==> src/rtl/irq_vector_if.sv <==
// Interrupt source bus between the device/processor side and irq_vector_ctrl.
//   master : drives done, int_mask, int_ack, eoi, overrun_clr; observes results
//   slave  : the controller; receives requests and acks, drives interrupt,
//            int_addr, irq_id, pending, overrun, in_service and fsm_state
// Handshake: the controller holds interrupt high with a frozen irq_id/int_addr
// until the processor pulses int_ack for one cycle, or until the selected
// source is masked (withdraw). After an accepted ack, in_service stays high
// until a one-cycle eoi pulse; acks outside the request phase are ignored.
interface irq_vector_if #(
    parameter int NUM_SRC = 4
);
    logic [NUM_SRC-1:0] done;
    logic [NUM_SRC-1:0] int_mask;
    logic               int_ack;
    logic               eoi;
    logic               overrun_clr;
    logic               interrupt;
    logic [31:0]        int_addr;
    logic [2:0]         irq_id;
    logic [NUM_SRC-1:0] pending;
    logic [NUM_SRC-1:0] overrun;
    logic               in_service;
    logic [1:0]         fsm_state;   // 0 = IDLE, 1 = REQ, 2 = SERVICE

    modport master (
        output done, int_mask, int_ack, eoi, overrun_clr,
        input  interrupt, int_addr, irq_id, pending, overrun, in_service, fsm_state
    );

    modport slave (
        input  done, int_mask, int_ack, eoi, overrun_clr,
        output interrupt, int_addr, irq_id, pending, overrun, in_service, fsm_state
    );
endinterface

==> src/rtl/irq_vector_ctrl.sv <==
// Vectored interrupt source stage for a single-cycle MIPS core.
// Rising edges on device done lines become pending requests; the lowest-index
// unmasked pending request is presented to the processor as interrupt plus an
// ISR vector address, and the ack/eoi handshake allows one ISR at a time.
// Ports:
//   clk   - system clock, all state on posedge
//   reset - synchronous, active-high; clears every register
//   bus   - irq_vector_if slave modport (requests, ack/eoi, status outputs)
// All outputs come straight from flops.
module irq_vector_ctrl #(
    parameter int          NUM_SRC   = 4,
    parameter logic [31:0] VEC_BASE  = 32'h0000_0200,
    parameter int          VEC_SHIFT = 4
) (
    input logic         clk,
    input logic         reset,
    irq_vector_if.slave bus
);

    typedef enum logic [1:0] {
        ST_IDLE    = 2'd0,
        ST_REQ     = 2'd1,
        ST_SERVICE = 2'd2
    } state_e;

    state_e             state_q,      state_d;
    logic [NUM_SRC-1:0] done_q,       done_d;
    logic [NUM_SRC-1:0] pending_q,    pending_d;
    logic [NUM_SRC-1:0] overrun_q,    overrun_d;
    logic               interrupt_q,  interrupt_d;
    logic [31:0]        int_addr_q,   int_addr_d;
    logic [2:0]         irq_id_q,     irq_id_d;
    logic               in_service_q, in_service_d;

    logic [NUM_SRC-1:0] rise;
    logic [NUM_SRC-1:0] req;
    logic [NUM_SRC-1:0] cur_onehot;
    logic [2:0]         sel_id;

    // Edge detect, fixed priority select, and a one-hot view of the frozen id.
    always_comb begin
        rise       = bus.done & ~done_q;
        req        = pending_q & bus.int_mask;
        sel_id     = '0;
        cur_onehot = '0;
        // Walk downward so the lowest requesting index is the last written.
        for (int i = NUM_SRC - 1; i >= 0; i--) begin
            if (req[i]) sel_id = 3'(i);
        end
        for (int i = 0; i < NUM_SRC; i++) begin
            if (irq_id_q == 3'(i)) cur_onehot[i] = 1'b1;
        end
    end

    always_comb begin
        state_d      = state_q;
        done_d       = bus.done;
        pending_d    = pending_q;
        interrupt_d  = interrupt_q;
        int_addr_d   = int_addr_q;
        irq_id_d     = irq_id_q;
        in_service_d = in_service_q;

        case (state_q)
            ST_IDLE: begin
                if (|req) begin
                    state_d     = ST_REQ;
                    interrupt_d = 1'b1;
                    irq_id_d    = sel_id;
                    int_addr_d  = VEC_BASE + ({29'd0, sel_id} << VEC_SHIFT);
                end
            end
            ST_REQ: begin
                if (bus.int_ack) begin
                    state_d      = ST_SERVICE;
                    interrupt_d  = 1'b0;
                    in_service_d = 1'b1;
                    pending_d    = pending_q & ~cur_onehot;
                end else if (!(|(bus.int_mask & cur_onehot))) begin
                    // Selected source masked while waiting: withdraw, keep it pending.
                    state_d     = ST_IDLE;
                    interrupt_d = 1'b0;
                end
            end
            ST_SERVICE: begin
                if (bus.eoi) begin
                    state_d      = ST_IDLE;
                    in_service_d = 1'b0;
                end
            end
            default: begin
                state_d     = ST_IDLE;
                interrupt_d = 1'b0;
            end
        endcase

        // A new edge always wins over the ack clear of the same source.
        pending_d = pending_d | rise;
        overrun_d = (bus.overrun_clr ? '0 : overrun_q) | (rise & pending_q);
    end

    always_ff @(posedge clk) begin
        if (reset) begin
            state_q      <= ST_IDLE;
            done_q       <= '0;
            pending_q    <= '0;
            overrun_q    <= '0;
            interrupt_q  <= 1'b0;
            int_addr_q   <= '0;
            irq_id_q     <= '0;
            in_service_q <= 1'b0;
        end else begin
            state_q      <= state_d;
            done_q       <= done_d;
            pending_q    <= pending_d;
            overrun_q    <= overrun_d;
            interrupt_q  <= interrupt_d;
            int_addr_q   <= int_addr_d;
            irq_id_q     <= irq_id_d;
            in_service_q <= in_service_d;
        end
    end

    assign bus.interrupt  = interrupt_q;
    assign bus.int_addr   = int_addr_q;
    assign bus.irq_id     = irq_id_q;
    assign bus.pending    = pending_q;
    assign bus.overrun    = overrun_q;
    assign bus.in_service = in_service_q;
    assign bus.fsm_state  = state_q;

endmodule
==> src/flat_wrapper.sv <==
// flat-port wrapper written by rule: the top's interface ports become plain ports
module irq_vector_ctrl_flat 
#(
    parameter int          NUM_SRC   = 4,
    parameter logic [31:0] VEC_BASE  = 32'h0000_0200,
    parameter int          VEC_SHIFT = 4
)
  (clk, reset, bus_done, bus_int_mask, bus_int_ack, bus_eoi, bus_overrun_clr, bus_interrupt, bus_int_addr, bus_irq_id, bus_pending, bus_overrun, bus_in_service, bus_fsm_state);
  irq_vector_if #(.NUM_SRC(NUM_SRC)) bus_i ();
  input logic clk;
  input logic reset;
  input wire logic [$bits(bus_i.done)-1:0] bus_done;
  input wire logic [$bits(bus_i.int_mask)-1:0] bus_int_mask;
  input wire logic [$bits(bus_i.int_ack)-1:0] bus_int_ack;
  input wire logic [$bits(bus_i.eoi)-1:0] bus_eoi;
  input wire logic [$bits(bus_i.overrun_clr)-1:0] bus_overrun_clr;
  output wire logic [$bits(bus_i.interrupt)-1:0] bus_interrupt;
  output wire logic [$bits(bus_i.int_addr)-1:0] bus_int_addr;
  output wire logic [$bits(bus_i.irq_id)-1:0] bus_irq_id;
  output wire logic [$bits(bus_i.pending)-1:0] bus_pending;
  output wire logic [$bits(bus_i.overrun)-1:0] bus_overrun;
  output wire logic [$bits(bus_i.in_service)-1:0] bus_in_service;
  output wire logic [$bits(bus_i.fsm_state)-1:0] bus_fsm_state;
  assign bus_i.done = bus_done;
  assign bus_i.int_mask = bus_int_mask;
  assign bus_i.int_ack = bus_int_ack;
  assign bus_i.eoi = bus_eoi;
  assign bus_i.overrun_clr = bus_overrun_clr;
  assign bus_interrupt = bus_i.interrupt;
  assign bus_int_addr = bus_i.int_addr;
  assign bus_irq_id = bus_i.irq_id;
  assign bus_pending = bus_i.pending;
  assign bus_overrun = bus_i.overrun;
  assign bus_in_service = bus_i.in_service;
  assign bus_fsm_state = bus_i.fsm_state;
  irq_vector_ctrl #(.NUM_SRC(NUM_SRC), .VEC_BASE(VEC_BASE), .VEC_SHIFT(VEC_SHIFT)) u_core (.clk(clk), .reset(reset), .bus(bus_i));
endmodule
==> config.mk <==
export PLATFORM = sky130hd
export DESIGN_NAME = irq_vector_ctrl_flat
export DESIGN_NICKNAME = d
export VERILOG_FILES = /design/src/rtl/irq_vector_if.sv /design/src/rtl/irq_vector_ctrl.sv /design/src/flat_wrapper.sv
export SDC_FILE = /design/constraint.sdc
export NUM_CORES = 1
export LEC_CHECK = 0
export CAP_MARGIN = 30
export CORE_ASPECT_RATIO = 0.6
export CORE_UTILIZATION = 37
export CTS_CLUSTER_DIAMETER = 80
export DETAILED_ROUTE_END_ITERATION = 8
export PLACE_DENSITY = 0.82
export REMOVE_ABC_BUFFERS = 1
export SKIP_CTS_REPAIR_TIMING = 1
export SLEW_MARGIN = 20
export SYNTH_ARGS = -nofsm -noshare
export SYNTH_HDL_FRONTEND = slang
export SYNTH_SLANG_ARGS = --single-unit
==> constraint.sdc <==
create_clock -name clk -period 1.7 [get_ports clk]
set_input_delay 0.17 -clock clk [delete_from_list [all_inputs] [get_ports clk]]
set_output_delay 0.17 -clock clk [all_outputs]
set_load 0.02 [all_outputs]
== Word-level counts from Yosys, hierarchy flattened ==
Cells that the tools add are included.

* Output and inout port bits: 47
* Word-level logic and storage cells: 60
* Flip-flop bits (word level): 51

* Equal/unequal tests: 9
* Reduce and logical (&&, ||, !) cells: 9
* Multiplexer cells: 23
* Add/sub/neg operators: 1
* Bitwise gates (word level): 10

{| class="wikitable"
|+ Operator list
! cell !! count
|-
| 4-bit AND || 5
|-
| 4-bit two-way mux || 3
|-
| 10-bit by 7-bit adder with 11-bit output, first input constant || 1
|-
| 2-bit two-way mux || 5
|-
| 1-bit two-way mux || 9
|-
| 3-bit two-way mux || 3
|-
| 3-bit AND reduction || 3
|-
| 4-bit NOT || 2
|-
| 4-bit bitwise OR || 2
|-
| 4-bit OR reduction || 2
|-
| 3-bit by 2-bit equality test with 1-bit output, second input constant || 2
|-
| 2-bit case mux with 3 select lines || 1
|-
| 2-bit != test, second input constant || 2
|-
| 3-bit by 1-bit equality test with 1-bit output, second input constant || 1
|-
| 3-bit logical NOT || 1
|-
| 3-bit != test, second input constant || 1
|-
| 1-bit case mux with 3 select lines || 1
|-
| 2-bit by 1-bit equality test with 1-bit output, second input constant || 1
|-
| 2-bit equality test, second input constant || 1
|-
| 2-bit logical NOT || 1
|-
| 2-bit by 1-bit != test with 1-bit output, second input constant || 1
|-
| 1-bit case mux with 2 select lines || 1
|-
| 2-bit AND reduction || 1
|-
| 2-bit nonzero test || 1
|-
| 1-bit NOT || 1
|}

== Depth between registers and ports, before layout ==
* Depth after elaboration: 7
* Mapped depth: 4
* Mapped depth without buffers: 4

== Worst setup path before layout ==
Ideal clock, no wire load.

* Path kind: reg-to-reg
* Start point: reg, netlist name u_core.bus.int_addr[5]
* End point: reg u_core.interrupt_q, in the netlist u_core.bus.interrupt
* Stages on the path, launching flop included: 5
* Path buffers: 0
* Setup time: 0.071 ns
* Slack: 0.075 ns
* Clock period less this slack: 1.625 ns
* Data arrival time: 1.555 ns
* Data required time: 1.629 ns
* Path through: dfxtp_1 -> mux4_1 -> or4b_1 -> a21bo_1 -> a21oi_1

{| class="wikitable"
|+ RTL lines
! element !! line !! RTL
|-
| end signal, assigned || irq_vector_ctrl.sv:117 || <nowiki>interrupt_q <= interrupt_d;</nowiki>
|-
| end, declared || irq_vector_ctrl.sv:30 || <nowiki>logic interrupt_q, interrupt_d;</nowiki>
|}

==> parameters.txt <==
Parameter                              Value

Run status
  Result of the run    complete, no violations

Global routing
  Overall overflow remaining after global route    0
  Pin count of the biggest net entering global routing    20
  Via count of the first global-routing pass    697
  All-Layer GR Usage    14.73%
  Initial antenna violation count    0
  Wire length of the first global-routing pass    3015 µm

Final layout
  Most frequent cells in the layout    sky130_fd_sc_hd__conb_1 (30), sky130_fd_sc_hd__clkdlybuf4s50_1 (29), sky130_fd_sc_hd__dfxtp_1 (19)
  Antenna diodes    0
  Fill cell instance count of the final layout    approximately 230
  Area growth syn-to-layout    29.09%
  Commonest non-fill, non-tap cell in the layout    sky130_fd_sc_hd__conb_1
  Layout Nets    163
  Fraction of final layout cells with drive strength greater than 1    between 6 and 7%

Setup path
  Cell family contributing the most delay on the critical path    buffers and inverters
  Slowest cell on the critical path    sky130_fd_sc_hd__clkdlybuf4s50_1
  Critical path capture point type    primary output
  Combined buffer and inverter count along the critical path    1
  Critical path arrival    1390 ps
  CP Cell Sequence    clkdlybuf4s50_1
  CP Max Fanout    7
  Critical Path RT    1530 ps
  Kind of critical path    reg2out
  Kind of start point of the critical path    flip-flop
  Delay of the slowest critical-path stage    680 ps

Clocking
  Max H-tree Level    1
  Clock-pin slew of the registers on the worst-case setup and hold paths    60 ps
  Clock insertion delay at the later pin of the skew report    250 ps
  Number of buffers created by CTS    3
  Cell chosen for the clock root    sky130_fd_sc_hd__clkbuf_8
  CTS Sinks    19
  TritonCTS clock tree    yes
  Clock Tree Buf Depth    2

Power and ir drop
  Power density over the cells    875.7 nW/µm²
  Switching share of power    30.54%
  Max IR drop VDD    0.3546 mV
  Switching pwr    0.0003430 W
  Internal    0.0007801 W
  Fraction of power consumed by sequential logic    45.6%
  Part of the total power dissipated in the clock network    between 20% and 30%
  Leakage Power    around 0.53 nW
  Power share of the combinational group    approximately 28%

Floorplan
  Full die area    2903 µm²
  Horizontal die dimension    68.90 µm
  Row count    14
  Area of the core    2522 µm²
  I/O pin count    60
  Die Y-Extent    42.14 µm
  Effective utilization at floorplan    39.38%

Synthesis
  Netlist cell types    22
  Number of synthesis warnings    0
  Mapped Area    993.5 µm²
  Number of instances in the synthesized netlist    114
  Top area cells in the synthesized netlist    sky130_fd_sc_hd__dfxtp_1 (38%), sky130_fd_sc_hd__buf_4 (24%), sky130_fd_sc_hd__a21oi_1 (8.1%), sky130_fd_sc_hd__nor2b_1 (4.4%), sky130_fd_sc_hd__nand2b_1 (3.1%)
  Sequential share of the synthesized area    38.29%
  Number of synthesized register bits    19
  Library cell occupying the most area in the post-synthesis netlist    sky130_fd_sc_hd__dfxtp_1
  Avg Synthesized Cell Area    just under 9 µm²
  Area share of the largest cell type after synthesis    a little under two fifths

Place
  Hpwl dp    1587 µm
  Final weighted congestion of routability-driven global placement    roughly 0.85
  Buffers on Ports    29

Routing
  Mean routed wirelength per cell    11.18 µm
  DRC errors left    0
  Pre-Repair DR Iteration Count    4
  Total wire length    2023 µm
  Number of design-rule violations left by the first detailed-router iteration    14
  Average via count per standard cell    4.414
  Total via count in the routed design    799
  Remaining number of nets flagged by the antenna check after routing    0

Timing
  Max Freq    0.6424 GHz
  Final period util    91.57%
  Setup repair after global routing missed its margin    no
  Final Hold Viols    0
  Count of final setup violators    0
  Post-route minimum period    1557 ps
  Worst-case hold slack    448.6 ps
  Final clock skew    0.5775 ps
  Final Max Slew Viols    0
  Sum Neg Setup Slack    0 ps

Worst hold path
  Tightest Hold Check Type    reg2reg

Job
  Number of max-capacitance violations reported    0
[synthesized netlist by cell type]
master / count
sky130_fd_sc_hd__or4b_1: 1
sky130_fd_sc_hd__a211o_1: 1
sky130_fd_sc_hd__conb_1: 1
sky130_fd_sc_hd__mux4_1: 1
sky130_fd_sc_hd__inv_1: 3
sky130_fd_sc_hd__a21bo_1: 1
sky130_fd_sc_hd__nor2b_1: 7
sky130_fd_sc_hd__buf_4: 32
sky130_fd_sc_hd__a32oi_1: 1
sky130_fd_sc_hd__a211oi_1: 1
sky130_fd_sc_hd__nor2_1: 8
sky130_fd_sc_hd__dfxtp_1: 19
sky130_fd_sc_hd__nand3b_1: 3
sky130_fd_sc_hd__clkbuf_1: 2
sky130_fd_sc_hd__o21ai_0: 1
sky130_fd_sc_hd__o31ai_1: 2
sky130_fd_sc_hd__nand3_1: 2
sky130_fd_sc_hd__nand2_1: 4
sky130_fd_sc_hd__a22o_1: 2
sky130_fd_sc_hd__and3b_1: 1
sky130_fd_sc_hd__a21oi_1: 16
sky130_fd_sc_hd__nand2b_1: 5
[per-stage QoR]
step | worst slack, ps | area (µm²) | utilization, % | instances | power, W
after floorplan | -73.70 | 854.6 | - | 109 | 0.0006851
after global placement | 14.36 | 1237 | 49.06 | 177 | 0.0008186
after detailed placement | -49.13 | 1237 | 49.06 | 177 | 0.0008273
after CTS | 155.4 | 1282 | 50.84 | 181 | 0.001132
after global routing | 100.6 | 1282 | 50.84 | 181 | 0.001182
final | 143.3 | 1282 | 50.84 | 181 | 0.001123
[power by group through the flow]
stage          Combinational [W]  Clock (W)  Sequential (W)
5_1_grt                 0.000334   0.000332        0.000516
3_5_place_dp            0.000307          0        0.000520
2_1_floorplan           0.000128          0        0.000557
6_report                0.000309   0.000302        0.000512
4_1_cts                 0.000308   0.000313        0.000511
3_3_place_gp            0.000300          0        0.000519
[area by class of cell]
cell class / instances / area (µm²) / area share, %
multi-input combinational: 87 / 462.9 / 36.10
sequential: 19 / 380.4 / 29.66
timing repair buffer: 36 / 342.8 / 26.73
clock buffer: 4 / 45.04 / 3.512
tap: 32 / 40.04 / 3.122
inverter: 3 / 11.26 / 0.8780
[state kept, by name (all words and copies together) (netlist names)]
signal / count
u_core.bus.pending: 4
u_core.bus.fsm_state: 2
u_core.bus.interrupt: 1
u_core.bus.in_service: 1
u_core.bus.int_addr: 2
u_core.bus.irq_id: 1
u_core.done_q: 4
u_core.bus.overrun: 4
[worst paths after layout]
kind / to / depth (start not counted) / startpoint / slack, ps
setup / recovery: bus_int_addr[4] / 1 / u_core.bus.irq_id[0] / 140
hold / removal: u_core.bus.int_addr[9] / 2 / u_core.bus.int_addr[9] / 450
setup reg to reg: u_core.bus.interrupt / 4 / u_core.bus.irq_id[0] / 200
hold reg to reg: u_core.bus.int_addr[9] / 2 / u_core.bus.int_addr[9] / 450
[cell families (layout without fill, tap and decap cells)]
group | after synthesis | count (layout) | synth area share, %
buf+inv | 37 | 43 | 26.07
simple gates | 31 | 31 | 17.25
other cells | 1 | 30 | 0.3775
mux | 1 | 1 | 2.645
compound gates | 25 | 25 | 15.37
flops | 19 | 19 | 38.29
[layer usage]
metal | vias to the layer above | global-route usage [%] | wire (µm)
met2 | 30 | 21.94 | 928
li1 | 393 | - | -
met1 | 368 | 16.61 | 911
met3 | 8 | 7.337 | 133
met5 | - | 0 | 0
met4 | 0 | 8.980 | 50
Power figures use the tool's default switching activity.
